### src/rtl/imem_pkg.sv
// imem_pkg: instruction-memory geometry, NOP encoding, loader states and frame-field constants.
// Shared by the instruction memory, the fetch stage and imem_loader.
package imem_pkg;
    localparam int          MEM_WORDS      = 2048;
    localparam int          AW             = $clog2(MEM_WORDS);
    localparam logic [31:0] NOP            = 32'h0000_0013;
    localparam int          LEN_W          = 16;
    localparam int          LEN_BYTES      = LEN_W / 8;
    localparam int          BYTES_PER_WORD = 4;
    localparam int          CSUM_BYTES     = 1;
    typedef enum logic [2:0] {
        ST_IDLE, ST_LEN0, ST_LEN1, ST_DATA, ST_CSUM, ST_DONE, ST_ERR
    } ld_state_e;
endpackage

### src/rtl/imem_word_packer.sv
// imem_word_packer: packs accepted bytes little-endian into 32-bit words and
// flags the byte that completes a word (combinational, same cycle as that byte).
module imem_word_packer
    import imem_pkg::*;
(
    input  logic        i_clk,
    input  logic        i_reset,
    input  logic        i_clr,
    input  logic        i_en,
    input  logic [7:0]  i_byte,
    output logic [31:0] o_word,
    output logic        o_word_done
);
    localparam int LW = $clog2(BYTES_PER_WORD);
    localparam int SW = 8 * (BYTES_PER_WORD - 1);
    logic [LW-1:0] lane_q, lane_d;
    logic [SW-1:0] shift_q, shift_d;
    assign lane_d      = i_clr ? '0 : i_en ? lane_q + LW'(1) : lane_q;
    assign shift_d     = i_en ? {i_byte, shift_q[SW-1:8]} : shift_q;
    assign o_word      = {i_byte, shift_q};
    assign o_word_done = i_en && lane_q == LW'(BYTES_PER_WORD - 1);
    always_ff @(posedge i_clk) begin
        if (!i_reset) begin
            lane_q  <= '0;
            shift_q <= '0;
        end else begin
            lane_q  <= lane_d;
            shift_q <= shift_d;
        end
    end
endmodule

### src/rtl/imem_loader.sv
// imem_loader: framed byte-stream loader for the instruction RAM with checksum and CPU hold.
module imem_loader
  import imem_pkg::*;
#(
  parameter int TIMEOUT_CYCLES = 1_000_000
)
(
  input  logic          i_clk,
  input  logic          i_reset,
  input  logic          i_start,
  input  logic          i_byte_valid,
  input  logic [7:0]    i_byte,
  output logic          o_byte_ready,
  output logic          o_we,
  output logic [AW-1:0] o_waddr,
  output logic [31:0]   o_wdata,
  output logic          o_busy,
  output logic          o_done,
  output logic          o_err,
  output logic          o_cpu_hold
);
  ld_state_e        state_q, state_d;
  logic [LEN_W-1:0] len_q, len_d, len_full;
  logic [AW-1:0]    widx_q, widx_d, waddr_q, waddr_d;
  logic [7:0]       csum_q, csum_d;
  logic [31:0]      wdata_q, wdata_d, word;
  logic             we_q, word_done, last_word, accept, start_go, timeout;

  assign o_byte_ready = state_q inside {ST_LEN0, ST_LEN1, ST_DATA, ST_CSUM};
  assign o_busy       = o_byte_ready;
  assign o_done       = state_q == ST_DONE;
  assign o_err        = state_q == ST_ERR;
  assign o_cpu_hold   = state_q != ST_DONE;
  assign o_we         = we_q;
  assign o_waddr      = waddr_q;
  assign o_wdata      = wdata_q;
  assign accept       = i_byte_valid && o_byte_ready;
  assign start_go     = i_start && state_q inside {ST_IDLE, ST_DONE, ST_ERR};
  assign len_full     = {i_byte, len_q[7:0]};
  assign last_word    = word_done && LEN_W'(widx_q) == len_q - LEN_W'(1);

  imem_word_packer u_packer (
    .i_clk       (i_clk),
    .i_reset     (i_reset),
    .i_clr       (start_go),
    .i_en        (accept && state_q == ST_DATA),
    .i_byte      (i_byte),
    .o_word      (word),
    .o_word_done (word_done)
  );

`ifdef IMEM_LOADER_TIMEOUT_EN
  localparam int TW = $clog2(TIMEOUT_CYCLES + 1);
  logic [TW-1:0] to_q, to_d;
  logic          timed;
  assign timed   = state_q inside {ST_LEN1, ST_DATA, ST_CSUM};
  assign to_d    = (accept || !timed) ? '0 : to_q + TW'(1);
  assign timeout = timed && !accept && to_q == TW'(TIMEOUT_CYCLES - 1);
  always_ff @(posedge i_clk) begin
    if (!i_reset) to_q <= '0;
    else          to_q <= to_d;
  end
`else
  assign timeout = 1'b0;
`endif

  always_comb begin
    state_d = state_q;
    len_d   = len_q;
    widx_d  = widx_q;
    csum_d  = csum_q;
    waddr_d = word_done ? widx_q : waddr_q;
    wdata_d = word_done ? word : wdata_q;
    if (word_done && !last_word) widx_d = widx_q + AW'(1);
    case (state_q)
      ST_IDLE, ST_DONE, ST_ERR: if (start_go) begin
        state_d = ST_LEN0;
        len_d   = '0;
        widx_d  = '0;
        csum_d  = '0;
      end
      ST_LEN0: if (accept) begin
        len_d[7:0] = i_byte;
        state_d    = ST_LEN1;
      end
      ST_LEN1: if (accept) begin
        len_d   = len_full;
        state_d = (len_full == '0 || len_full > LEN_W'(MEM_WORDS)) ? ST_ERR : ST_DATA;
      end
      ST_DATA: if (accept) begin
        csum_d  = csum_q + i_byte;
        state_d = last_word ? ST_CSUM : ST_DATA;
      end
      ST_CSUM: if (accept) state_d = (i_byte == csum_q) ? ST_DONE : ST_ERR;
      default: state_d = ST_IDLE;
    endcase
    if (timeout) state_d = ST_ERR;
  end

  always_ff @(posedge i_clk) begin
    if (!i_reset) begin
      state_q <= ST_IDLE;
      len_q   <= '0;
      widx_q  <= '0;
      csum_q  <= '0;
      we_q    <= 1'b0;
      waddr_q <= '0;
      wdata_q <= '0;
    end else begin
      state_q <= state_d;
      len_q   <= len_d;
      widx_q  <= widx_d;
      csum_q  <= csum_d;
      we_q    <= word_done;
      waddr_q <= waddr_d;
      wdata_q <= wdata_d;
    end
  end
endmodule
### config.mk
export PLATFORM = sky130hd
export DESIGN_NAME = imem_loader
export DESIGN_NICKNAME = d
export VERILOG_FILES = /design/src/rtl/imem_pkg.sv /design/src/rtl/imem_word_packer.sv /design/src/rtl/imem_loader.sv
export SDC_FILE = /design/constraint.sdc
export NUM_CORES = 1
export LEC_CHECK = 0
export BUFFER_PORTS_ARGS = -buffer_cell sky130_fd_sc_hd__buf_4
export CAP_MARGIN = 20
export CORE_MARGIN = 10
export CORE_UTILIZATION = 40
export DETAILED_ROUTE_END_ITERATION = 12
export PLACE_DENSITY = 0.65
export SLEW_MARGIN = 20
export SYNTH_ARGS = -nofsm -noshare
export SYNTH_HDL_FRONTEND = slang
export SYNTH_SLANG_ARGS = --single-unit
### constraint.sdc
create_clock -name i_clk -period 3 [get_ports i_clk]
set_input_delay 0.3 -clock i_clk [delete_from_list [all_inputs] [get_ports i_clk]]
set_output_delay 0.3 -clock i_clk [all_outputs]
set_load 0.1 [all_outputs]
==> out/metrics.yaml, run 1 <==
outcome: "completed"
clk-insertion-delay-late_ns: 0.36
cp.required_ns: 3.28
floorplan.initialDensity: 0.4081
post-dp-hpwl_um: 8989
min_cycle_time_layout_ns: 2.785
vdd_ir_drop_max_mv: 0.6885
setup_tns_ns: 0
max_cap_viol_count: 0
cts_post_setup_buffers_inserted: 0
gp_congestion: 0.8523
timing.reg2reg.setup_slack_ns: 0.21
cp_cell_sequence: "or4_4 > a2111o_1 > a2111o_1 > nor4b_4 > a21oi_2 > buf_4 > a31o_2 > a21oi_1"
vias_per_cell: 5.254
io_buffer_count: 60
critical-path-max-stage-delay_ns: 0.58
1st_iter_drt_viols: 320
grt_pass1_vias: 4278
route.detailed.drc: 0
die_h_um: 133.2
worstRegToRegCells: 8
whs_path_depth: 3
worstHoldStart: "i_byte[0]"
mean_syn_cell_area_um2: 8.219
regToRegEndpoint: "widx_q[7]"
clock.fmax_mhz: 359.1
crit_path_max_fanout: 8
i_o_pins: 61
groute.usage.overall: 0.1426
postSynth.asyncResetShare: 0
timing.critical_path.mode_cell: "sky130_fd_sc_hd__a2111o_1"
antenna_left: 0
grt_first_pass_wirelength_um: 21440
clk_buf_depth: 2
seq_area_frac_synth: 0.4216
globalRouteOverflowTotal: 0
unrepaired_setup_endpoints_after_global_routing: "no"
fillers: 1241
worst_max_slew_margin_expressed_relative_to_the_limit: 0.5267
synth.top_cell.area_share: 0.4216
timing.critical_path.arrival_ns: 3.07
power-per-cell-area_mw_per_mm2: 613.6
cpMaxStageDelayCell: "sky130_fd_sc_hd__or4_4"
final_layout_size_suffix_gt1_frac: 0.1577
wl_per_cell_um: 15.00
final_net_count: 690
crit_start: "len_q[3]"
synth.cell_area_mm2: 0.005129
synth.net_count: 647
areaGrowthSynthToFinish_pct: 17.91
hold_violations: 0
setup_viols_final: 0
final_critical_path_setup_slack_ns: 0.2149
ys_dominant_reg_cell: "sky130_fd_sc_hd__dfxtp_1"
leakage_component_of_the_power_nw: 2.241
timing_max_transition_violations_final: 0
tritoncts_clock_tree: "yes"
pre_cts_slack_ns: 0.1320
ys_ff_latch: 108
floorplan.die.width_um: 133.2
dieArea_mm2: 0.01775
biggest_area_consumer_among_synthesized_cells: "sky130_fd_sc_hd__dfxtp_1"
worst_setup_path_end_kind: "register"
antenna_cells_inserted: 0
clock_pin_transition_on_the_worst_setup_and_hold_timing_paths_ns: 0.07
clock_root_cell: "sky130_fd_sc_hd__clkbuf_16"
antenna_violations_before_repair: 0
timing.critical_path.from_type: "register"
number_of_distinct_library_cells_after_synthesis: 58
criticalPathCategory: "reg2reg"
cell_count_after_synthesis: 624
synth_edf_count: 0
r2r-start: "len_q[3]"
core_area_mm2: 0.01257
num_clock_sinks: 108
quantity_of_hold_fixing_buffers_added_after_cts: 0
cts.htree.levels: 3
finClkSkew_ns: 0.008388
routed_wl_um: 12660
crit_path_end: "widx_q[7]"
synthTopCellsByArea: "sky130_fd_sc_hd__dfxtp_1 (42%), sky130_fd_sc_hd__nand2_1 (11%), sky130_fd_sc_hd__a21boi_0 (9.8%)"
kind_of_path_behind_the_tightest_hold_check: "in2reg"
route.vias.total: 4434
synth-warning-count: 0
finalCritPeriodShare: 0.9284
std_cell_rows: 41
grt_start_max_net_pins: 60
number_of_search_and_repair_iterations_in_the_first_detailed_routing_pass: 5
slew_at_the_pin_with_the_worst_max_slew_slack_ns: 0.7099
cts-buffers-inserted: 9
routing by layer:
layer  share of wire  GRT usage  up-vias
met1            0.48     0.1872     2095
met2            0.45     0.2233       97
met4           0.010    0.04293        0
met3           0.053    0.03872       13
met5               0          0        -
li1                -          -     2229
cell usage after synthesis, drive strengths merged, types with 4 or more instances:
| cell | number |
|---|---|
| nand2 | 146 |
| dfxtp | 108 |
| a21boi | 67 |
| clkbuf | 35 |
| nor2b | 29 |
| nor2 | 27 |
| a21oi | 25 |
| a22oi | 22 |
| inv | 19 |
| xnor2 | 13 |
| ha | 10 |
| nor3 | 10 |
| o21ai | 9 |
| nand3 | 8 |
| nand4 | 8 |
| nor4 | 7 |
| xor2 | 7 |
| and2 | 6 |
| buf | 6 |
| a31o | 5 |
| and3 | 5 |
| nand2b | 4 |
| o31ai | 4 |
| or4 | 4 |
cell usage in the layout, fill, tap and decap left out, types with 2 or more instances in the layout:
cell	instances
sky130_fd_sc_hd__a221oi_1	2
sky130_fd_sc_hd__xor2_1	7
sky130_fd_sc_hd__nor2_1	27
sky130_fd_sc_hd__clkbuf_8	2
sky130_fd_sc_hd__and3_1	5
sky130_fd_sc_hd__nand2_1	146
sky130_fd_sc_hd__nand3b_1	2
sky130_fd_sc_hd__a31oi_1	3
sky130_fd_sc_hd__xnor2_1	12
sky130_fd_sc_hd__or3_1	3
sky130_fd_sc_hd__a211oi_1	2
sky130_fd_sc_hd__o22a_1	2
sky130_fd_sc_hd__nand2b_1	4
sky130_fd_sc_hd__a31o_2	4
sky130_fd_sc_hd__a22oi_1	22
sky130_fd_sc_hd__ha_1	10
sky130_fd_sc_hd__nand4_1	8
sky130_fd_sc_hd__o21ai_0	8
sky130_fd_sc_hd__a21oi_1	24
sky130_fd_sc_hd__inv_1	19
sky130_fd_sc_hd__a21boi_0	67
sky130_fd_sc_hd__buf_4	73
sky130_fd_sc_hd__mux2i_1	2
sky130_fd_sc_hd__nor2b_1	29
sky130_fd_sc_hd__a21o_1	2
sky130_fd_sc_hd__nand3_1	8
sky130_fd_sc_hd__o31ai_1	4
sky130_fd_sc_hd__a2111o_1	2
sky130_fd_sc_hd__nor4_1	7
sky130_fd_sc_hd__clkbuf_16	9
sky130_fd_sc_hd__or4_2	2
sky130_fd_sc_hd__mux2_2	2
sky130_fd_sc_hd__nor3_1	10
sky130_fd_sc_hd__dfxtp_1	108
sky130_fd_sc_hd__and2_1	6
sky130_fd_sc_hd__inv_8	2
sky130_fd_sc_hd__o21bai_1	3
worst min path at each step:
stage / slack, ns / to
6_report: 0.25 / u_packer.shift_q[16]
5_1_grt: 0.25 / u_packer.shift_q[16]
4_1_cts: 0.25 / u_packer.shift_q[16]
2_1_floorplan: 0.44 / u_packer.lane_q[1]
3_5_place_dp: 0.46 / o_wdata[27]
3_3_place_gp: 0.45 / u_packer.lane_q[1]
timing repair:
action                                  4_1_cts  5_1_grt
endpoints found under the setup margin        0        1
hold endpoints to repair                      0        0
resized for setup                             0        1
worst max-delay path, delay by kind of cell, from the launching register on:
kind                   cells  cell delay [ns]
AO/OA/AOI/OAI              5             1.30
buffers and inverters      1             0.21
AND/OR/NAND/NOR            2             0.89
flip-flops                 1             0.32
report_power, final:
part	internal, mW	switching, mW	leakage [nW]
Combinational	0.310	0.578	1.21
Clock	0.707	0.560	0.160
Sequential	1.47	0.0837	0.870
metrics by stage:
| stage | power (mW) | cell area, um2 | std cells | utilization | hold WS [ns] |
|---|---|---|---|---|---|
| after floorplan | 2.287 | 5136 | 624 | - | 0.4400 |
| after global placement | 2.444 | 5724 | 828 | 0.4555 | 0.4456 |
| after detailed placement | 2.463 | 5724 | 828 | 0.4555 | 0.4562 |
| after CTS | 3.726 | 6043 | 844 | 0.4808 | 0.2498 |
| after global routing | 3.903 | 6047 | 844 | 0.4811 | 0.2467 |
| final | 3.711 | 6047 | 844 | 0.4811 | 0.2539 |
cells by family (layout without fill, tap and decap cells):
group | Yosys count | in the layout | share of synthesized area
AND/OR/NAND/NOR | 264 | 264 | 0.2405
AO/OA/AOI/OAI | 157 | 157 | 0.2191
flip-flops | 108 | 108 | 0.4216
buffers and inverters | 60 | 108 | 0.04806
XOR/XNOR | 20 | 20 | 0.03416
adder cells (fa/ha/maj) | 11 | 11 | 0.02830
multiplexers | 4 | 4 | 0.008295
state kept, by name, summed over array words and instances (netlist names):
| signal | count |
|---|---|
| o_wdata | 32 |
| u_packer.shift_q | 24 |
| len_q | 16 |
| o_waddr | 11 |
| widx_q | 11 |
| csum_q | 8 |
| state_q | 3 |
| u_packer.lane_q | 2 |
| o_we | 1 |
area by class of cell:
class                   instances  area, um2  area share
clock inverters                 5      66.31     0.01097
multi-input cells             456       2731      0.4517
inverters                      19      71.32     0.01179
well taps                     172      215.2     0.03559
repair buffers                 73      548.0     0.09063
flip-flops and latches        108       2162      0.3575
clock buffers                  11      252.7     0.04180
No activity file was read; power rests on OpenSTA's default activity.
==> run 2: changes to the inputs <==
--- a/config.mk
+++ b/config.mk
@@ -10,7 +10,7 @@
 export CORE_MARGIN = 10
 export CORE_UTILIZATION = 40
 export DETAILED_ROUTE_END_ITERATION = 12
-export PLACE_DENSITY = 0.65
+export PLACE_DENSITY = 0.6
 export SLEW_MARGIN = 20
 export SYNTH_ARGS = -nofsm -noshare
 export SYNTH_HDL_FRONTEND = slang
==> out/metrics.yaml, run 2 (synthesis gave the netlist of run 1 again) <==
outcome: "completed"  # unchanged
kind_of_path_behind_the_tightest_hold_check: "in2reg"  # unchanged
flip_flop_count_of_the_largest_register_after_layout: 32  # unchanged
cellInternalPower_mw: 2.482  # was 2.489 mW
max_cap_viol_count: 0  # unchanged
final_layout_size_suffix_gt1_frac: 0.1535  # was 0.1577
antenna_violations_before_repair: 0  # unchanged
finClkSkew_ns: 0.006216  # was 0.008388 ns
vdd_ir_drop_max_mv: 0.6318  # was 0.6885 mV
timing.hold.worst_endpoint: "u_packer.shift_q[21]"  # was u_packer.shift_q[16]
fillers: 1254  # was 1241
pwr-share-clk: 0.337  # was 0.341
std_cell_rows: 41  # unchanged
power-per-cell-area_mw_per_mm2: 610.8  # was 613.6 mW/mm2
groute.usage.overall: 0.1423  # was 0.1426
utilization: 0.4794  # was 0.4811
antenna_left: 0  # unchanged
final_net_count: 689  # was 690
combPwrFrac: 0.246  # was 0.239
number_of_search_and_repair_iterations_in_the_first_detailed_routing_pass: 6  # was 5
timing_max_transition_violations_final: 0  # unchanged
worstHoldStart: "i_byte[5]"  # was i_byte[0]
cpMaxStageDelayCell: "sky130_fd_sc_hd__or4_2"  # was sky130_fd_sc_hd__or4_4
clock.fmax_mhz: 357.8  # was 359.1 MHz
timing.critical_path.from_type: "register"  # unchanged
1st_iter_drt_viols: 346  # was 320
path_delay_family: "simple AND/OR/NAND/NOR gates"  # was compound AO/OA/AOI/OAI gates
quantity_of_hold_fixing_buffers_added_after_cts: 0  # unchanged
pre_cts_slack_ns: 0.2263  # was 0.1320 ns
cp.buffers_inverters: 2  # was 1
route.vias.total: 4385  # was 4434
worst_max_slew_margin_expressed_relative_to_the_limit: 0.4776  # was 0.5267
timing.critical_path.arrival_ns: 3.04  # was 3.07 ns
p_switching_mw: 1.198  # was 1.222 mW
globalRouteOverflowTotal: 0  # unchanged
tritoncts_clock_tree: "yes"  # unchanged
setup_tns_ns: 0  # unchanged
setup_viols_final: 0  # unchanged
cts.htree.levels: 3  # unchanged
antenna_cells_inserted: 0  # unchanged
criticalPathCategory: "reg2reg"  # unchanged
layoutNonFillerInstCount: 843  # was 844
grt_pass1_vias: 4019  # was 4278
hold_violations: 0  # unchanged
leakage_component_of_the_power_nw: 2.230  # was 2.241 nW
unrepaired_setup_endpoints_after_global_routing: "no"  # unchanged
min_cycle_time_layout_ns: 2.795  # was 2.785 ns
dieArea_mm2: 0.01775  # unchanged
post-dp-hpwl_um: 8928  # was 8989 um
grt_start_max_net_pins: 66  # was 60
r2r-start: "len_q[5]"  # was len_q[3]
finalCritPeriodShare: 0.9317  # was 0.9284
grt_first_pass_wirelength_um: 20990  # was 21440 um
timing.reg2reg.setup_slack_ns: 0.20  # was 0.21 ns
cts_post_setup_buffers_inserted: 0  # unchanged
postCtsResizedCells: 0  # unchanged
final_total_power_mw: 3.681  # was 3.711 mW
multi_input_comb_area_mm2: 0.002728  # was 0.002731 mm2
gp_congestion: 0.8319  # was 0.8523
routed_wl_um: 12610  # was 12660 um
cp_cell_sequence: "or4_1 > buf_4 > or4_2 > nand4_1 > nor4b_4 > a21oi_2 > buf_4 > nand4_1 > mux2_2"  # was or4_4 > a2111o_1 > a2111o_1 > nor4b_4 > a21oi_2 > buf_4 > a31o_2 > a21oi_1
areaGrowthSynthToFinish_pct: 17.49  # was 17.91%
critical-path-max-stage-delay_ns: 0.64  # was 0.58 ns
layout.cells.most_common_list: "sky130_fd_sc_hd__nand2_1 (146), sky130_fd_sc_hd__dfxtp_1 (108), sky130_fd_sc_hd__buf_4 (72)"  # was sky130_fd_sc_hd__nand2_1 (146), sky130_fd_sc_hd__dfxtp_1 (108), sky130_fd_sc_hd__buf_4 (73)
num_clock_sinks: 108  # unchanged
regArea_mm2: 0.002162  # unchanged
crit_path_max_fanout: 16  # was 8
floorplan.initialDensity: 0.4081  # unchanged
clk_buf_depth: 2  # unchanged
cts-buffers-inserted: 9  # unchanged
cp.required_ns: 3.25  # was 3.28 ns
vias_per_cell: 5.202  # was 5.254
placedCellCount: 827  # was 828
whs_path_depth: 3  # unchanged
regToRegEndpoint: "widx_q[8]"  # was widx_q[7]
worst_setup_path_end_kind: "register"  # unchanged
clock_root_cell: "sky130_fd_sc_hd__clkbuf_16"  # unchanged
wl_per_cell_um: 14.96  # was 15.00 um
die_h_um: 133.2  # unchanged
i_o_pins: 61  # unchanged
slew_at_the_pin_with_the_worst_max_slew_slack_ns: 0.7835  # was 0.7099 ns
layout_commonest_cell: "sky130_fd_sc_hd__nand2_1"  # unchanged
final_critical_path_setup_slack_ns: 0.2049  # was 0.2149 ns
clk-insertion-delay-late_ns: 0.36  # about the same
route.detailed.drc: 0  # unchanged
power.share.sequential: 0.417  # was 0.419
io_buffer_count: 60  # unchanged
worstRegToRegCells: 9  # was 8
power.switching_fraction: 0.3256  # was 0.3293
clock_pin_transition_on_the_worst_setup_and_hold_timing_paths_ns: 0.07  # about the same
floorplan.die.width_um: 133.2  # unchanged
core_area_mm2: 0.01257  # unchanged
run 2: cell types whose count changed in the layout (fill, tap and decap cells not counted):
cell                       change
sky130_fd_sc_hd__or4_4         -1
sky130_fd_sc_hd__inv_6         +1
sky130_fd_sc_hd__or4_1         +1
sky130_fd_sc_hd__clkbuf_1      +1
sky130_fd_sc_hd__inv_8         -2
sky130_fd_sc_hd__buf_4         -1
run 2: layout make-up:
class | count | area share
repair buffers | 72 | 0.08970
inverters | 19 | 0.01184
flip-flops and latches | 108 | 0.3588
clock inverters | 4 | 0.008721
multi-input cells | 456 | 0.4527
well taps | 172 | 0.03571
clock buffers | 12 | 0.04257
run 2: power by group through the flow:
| stage | Combinational, mW | Clock [mW] | Sequential (mW) |
|---|---|---|---|
| global route | 0.984 | 1.34 | 1.54 |
| finish | 0.905 | 1.24 | 1.54 |
| global placement | 0.886 | 0 | 1.57 |
| detailed placement | 0.901 | 0 | 1.57 |
| CTS | 0.904 | 1.28 | 1.53 |
| floorplan | 0.759 | 0 | 1.53 |
run 2: worst max path at each step:
stage,startpoint,to,cells past startpoint
final,len_q[5],widx_q[8],9
after global routing,len_q[3],widx_q[8],9
after CTS,len_q[5],widx_q[8],8
after detailed placement,len_q[5],widx_q[8],9
after global placement,len_q[3],widx_q[8],9
after floorplan,state_q[0],o_done,4
run 2: layer usage:
metal	routed length, um	vias to the layer above	track usage	share of wire
li1	-	2219	-	-
met4	208	0	0.05744	0.016
met5	0	-	0	0
met2	5615	86	0.2172	0.45
met1	6130	2068	0.1866	0.49
met3	658	12	0.03722	0.052
run 2: per-stage QoR:
stage | cell area, um2 | hold WS [ns]
5_1_grt | 6026 | 0.2508
6_report | 6026 | 0.2562
3_5_place_dp | 5717 | 0.4574
4_1_cts | 6026 | 0.2450
2_1_floorplan | 5136 | 0.4400
3_3_place_gp | 5717 | 0.4456
run 2: worst min-delay path, stage by stage:
cell,delay (ns)
sky130_fd_sc_hd__buf_4,0.15
sky130_fd_sc_hd__nand2_1,0.06
sky130_fd_sc_hd__a21boi_0,0.06
==> run 3: changes to the inputs <==
--- a/config.mk
+++ b/config.mk
@@ -8,10 +8,10 @@
 export BUFFER_PORTS_ARGS = -buffer_cell sky130_fd_sc_hd__buf_4
 export CAP_MARGIN = 20
 export CORE_MARGIN = 10
-export CORE_UTILIZATION = 40
+export CORE_UTILIZATION = 45
 export DETAILED_ROUTE_END_ITERATION = 12
-export PLACE_DENSITY = 0.6
-export SLEW_MARGIN = 20
+export PLACE_DENSITY = 0.66
+export SLEW_MARGIN = 10
 export SYNTH_ARGS = -nofsm -noshare
 export SYNTH_HDL_FRONTEND = slang
 export SYNTH_SLANG_ARGS = --single-unit
==> out/metrics.yaml, run 3 (synthesis gave the netlist of run 1 again) <==
outcome: "completed"  # unchanged
core_area_mm2: 0.01098  # was 0.01257 mm2
timing.critical_path.arrival_ns: 3.03  # was 3.04 ns
placedCellCount: 795  # was 827
final_layout_size_suffix_gt1_frac: 0.1550  # was 0.1535
finClkSkew_ns: 0.007566  # was 0.006216 ns
route.detailed.drc: 0  # unchanged
std_cell_rows: 38  # was 41
setup_viols_final: 0  # unchanged
power-per-cell-area_mw_per_mm2: 625.6  # was 610.8 mW/mm2
antenna_left: 0  # unchanged
flip_flop_count_of_the_largest_register_after_layout: 32  # unchanged
1st_iter_drt_viols: 286  # was 346
leakage_component_of_the_power_nw: 2.240  # was 2.230 nW
slew_at_the_pin_with_the_worst_max_slew_slack_ns: 0.7450  # was 0.7835 ns
layoutNonFillerInstCount: 811  # was 843
vias_per_cell: 5.305  # was 5.202
clock.fmax_mhz: 358.4  # was 357.8 MHz
cp_cell_sequence: "or4_4 > a2111o_1 > a2111o_1 > nor4b_4 > a21oi_2 > nand4_1 > mux2_2"  # was or4_1 > buf_4 > or4_2 > nand4_1 > nor4b_4 > a21oi_2 > buf_4 > nand4_1 > mux2_2
gp_congestion: 0.8354  # was 0.8319
die_h_um: 126.8  # was 133.2 um
criticalPathCategory: "reg2reg"  # unchanged
setup_tns_ns: 0  # unchanged
cpMaxStageDelayCell: "sky130_fd_sc_hd__or4_4"  # was sky130_fd_sc_hd__or4_2
clock_root_cell: "sky130_fd_sc_hd__clkbuf_16"  # unchanged
routed_wl_um: 12150  # was 12610 um
timing_max_transition_violations_final: 0  # unchanged
tritoncts_clock_tree: "yes"  # unchanged
final_design_area_no_fill_mm2: 0.006017  # was 0.006026 mm2
layout.cells.most_common_list: "sky130_fd_sc_hd__nand2_1 (146), sky130_fd_sc_hd__dfxtp_1 (108), sky130_fd_sc_hd__buf_4 (72)"  # unchanged
kind_of_path_behind_the_tightest_hold_check: "in2reg"  # unchanged
fillers: 1029  # was 1254
timing.critical_path.mode_cell: "sky130_fd_sc_hd__a2111o_1"
timing.critical_path.from_type: "register"  # unchanged
grt_start_max_net_pins: 64  # was 66
groute.usage.overall: 0.1482  # was 0.1423
power.share.sequential: 0.408  # was 0.417
dpl_cell_area_mm2: 0.005677  # was 0.005717 mm2
power.switching_fraction: 0.3163  # was 0.3256
num_clock_sinks: 108  # unchanged
dieArea_mm2: 0.01607  # was 0.01775 mm2
finalCritPeriodShare: 0.9300  # was 0.9317
unrepaired_setup_endpoints_after_global_routing: "no"  # unchanged
crit_path_max_fanout: 12  # was 16
worst_setup_path_end_kind: "register"  # unchanged
layout_commonest_cell: "sky130_fd_sc_hd__nand2_1"  # unchanged
clk_buf_depth: 2  # unchanged
hold_violations: 0  # unchanged
p_switching_mw: 1.190  # was 1.198 mW
floorplan.die.width_um: 126.8  # was 133.2 um
number_of_search_and_repair_iterations_in_the_first_detailed_routing_pass: 4  # was 6
floorplan.initialDensity: 0.4670  # was 0.4081
clock_pin_transition_on_the_worst_setup_and_hold_timing_paths_ns: 0.07  # about the same
pwr-share-clk: 0.351  # was 0.337
cp.required_ns: 3.24  # was 3.25 ns
cts.htree.levels: 3  # unchanged
final_net_count: 689  # unchanged
combPwrFrac: 0.241  # was 0.246
globalRouteOverflowTotal: 0  # unchanged
wl_per_cell_um: 14.98  # was 14.96 um
cts-buffers-inserted: 9  # unchanged
antenna_violations_before_repair: 0  # unchanged
route.vias.total: 4302  # was 4385
vdd_ir_drop_max_mv: 0.7575  # was 0.6318 mV
cellInternalPower_mw: 2.574  # was 2.482 mW
min_cycle_time_layout_ns: 2.790  # was 2.795 ns
worst_max_slew_margin_expressed_relative_to_the_limit: 0.5033  # was 0.4776
final_total_power_mw: 3.764  # was 3.681 mW
i_o_pins: 61  # unchanged
quantity_of_hold_fixing_buffers_added_after_cts: 0  # unchanged
io_buffer_count: 60  # unchanged
post-dp-hpwl_um: 8655  # was 8928 um
antenna_cells_inserted: 0  # unchanged
grt_first_pass_wirelength_um: 19980  # was 20990 um
clk-insertion-delay-late_ns: 0.35  # was 0.36 ns
grt_pass1_vias: 4046  # was 4019
areaGrowthSynthToFinish_pct: 17.32  # was 17.49%
critical-path-max-stage-delay_ns: 0.54  # was 0.64 ns
max_cap_viol_count: 0  # unchanged
==> run 3: final cells by class <==
class / instances / area (um2) / area share
Tap cell: 140 / 175.2 / 0.02911
Timing Repair Buffer: 72 / 540.5 / 0.08983
Sequential cell: 108 / 2162 / 0.3593
Inverter: 19 / 71.32 / 0.01185
Clock inverter: 4 / 80.08 / 0.01331
Multi-Input combinational cell: 456 / 2731 / 0.4539
Clock buffer: 12 / 256.5 / 0.04263
==> run 3: metal layers <==
layer	vias up	routed length [um]	global-route usage
li1	2225	-	-
met1	1972	5757	0.1939
met2	88	5389	0.2248
met3	17	725	0.03290
met4	0	276	0.07301
met5	-	0	0
==> run 3: power by group through the flow <==
stage / logic (mW) / registers (mW) / clock network (mW)
finish: 0.907 / 1.54 / 1.32
global route: 0.993 / 1.54 / 1.41
CTS: 0.907 / 1.53 / 1.35
detailed placement: 0.901 / 1.57 / 0
global placement: 0.893 / 1.56 / 0
floorplan: 0.759 / 1.53 / 0
==> run 3: through the flow <==
stage	hold slack [ns]	util	setup WS (ns)
2_1_floorplan	0.4400	-	0.01025
3_3_place_gp	0.4464	0.5169	0.2107
3_5_place_dp	0.4580	0.5169	0.1625
4_1_cts	0.2470	0.5475	0.1357
5_1_grt	0.2600	0.5478	0.06099
6_report	0.2537	0.5478	0.2101
==> run 3: what timing repair did <==
action | CTS | global route
resized for setup | 0 | 1
setup buffers | 0 | 0
setup endpoints to repair | 0 | 3
==> run 3: final timing paths <==
check              startpoint     endpoint  slack, ns  cells after the start
hold / removal      i_byte[0]  o_wdata[24]       0.25                      3
setup reg to reg     len_q[5]    widx_q[8]       0.21                      7
hold reg to reg   o_wdata[15]  o_wdata[15]       0.47                      2
setup / recovery     len_q[5]    widx_q[8]       0.21                      7
==> run 3: worst max-delay path, delay by kind of cell, from the launching register on <==
| kind | cells | cell delay [ns] |
|---|---|---|
| AOI/OAI and AO/OA | 3 | 0.99 |
| DFF | 1 | 0.36 |
| muxes | 1 | 0.34 |
| and+or+nand+nor | 3 | 1.01 |
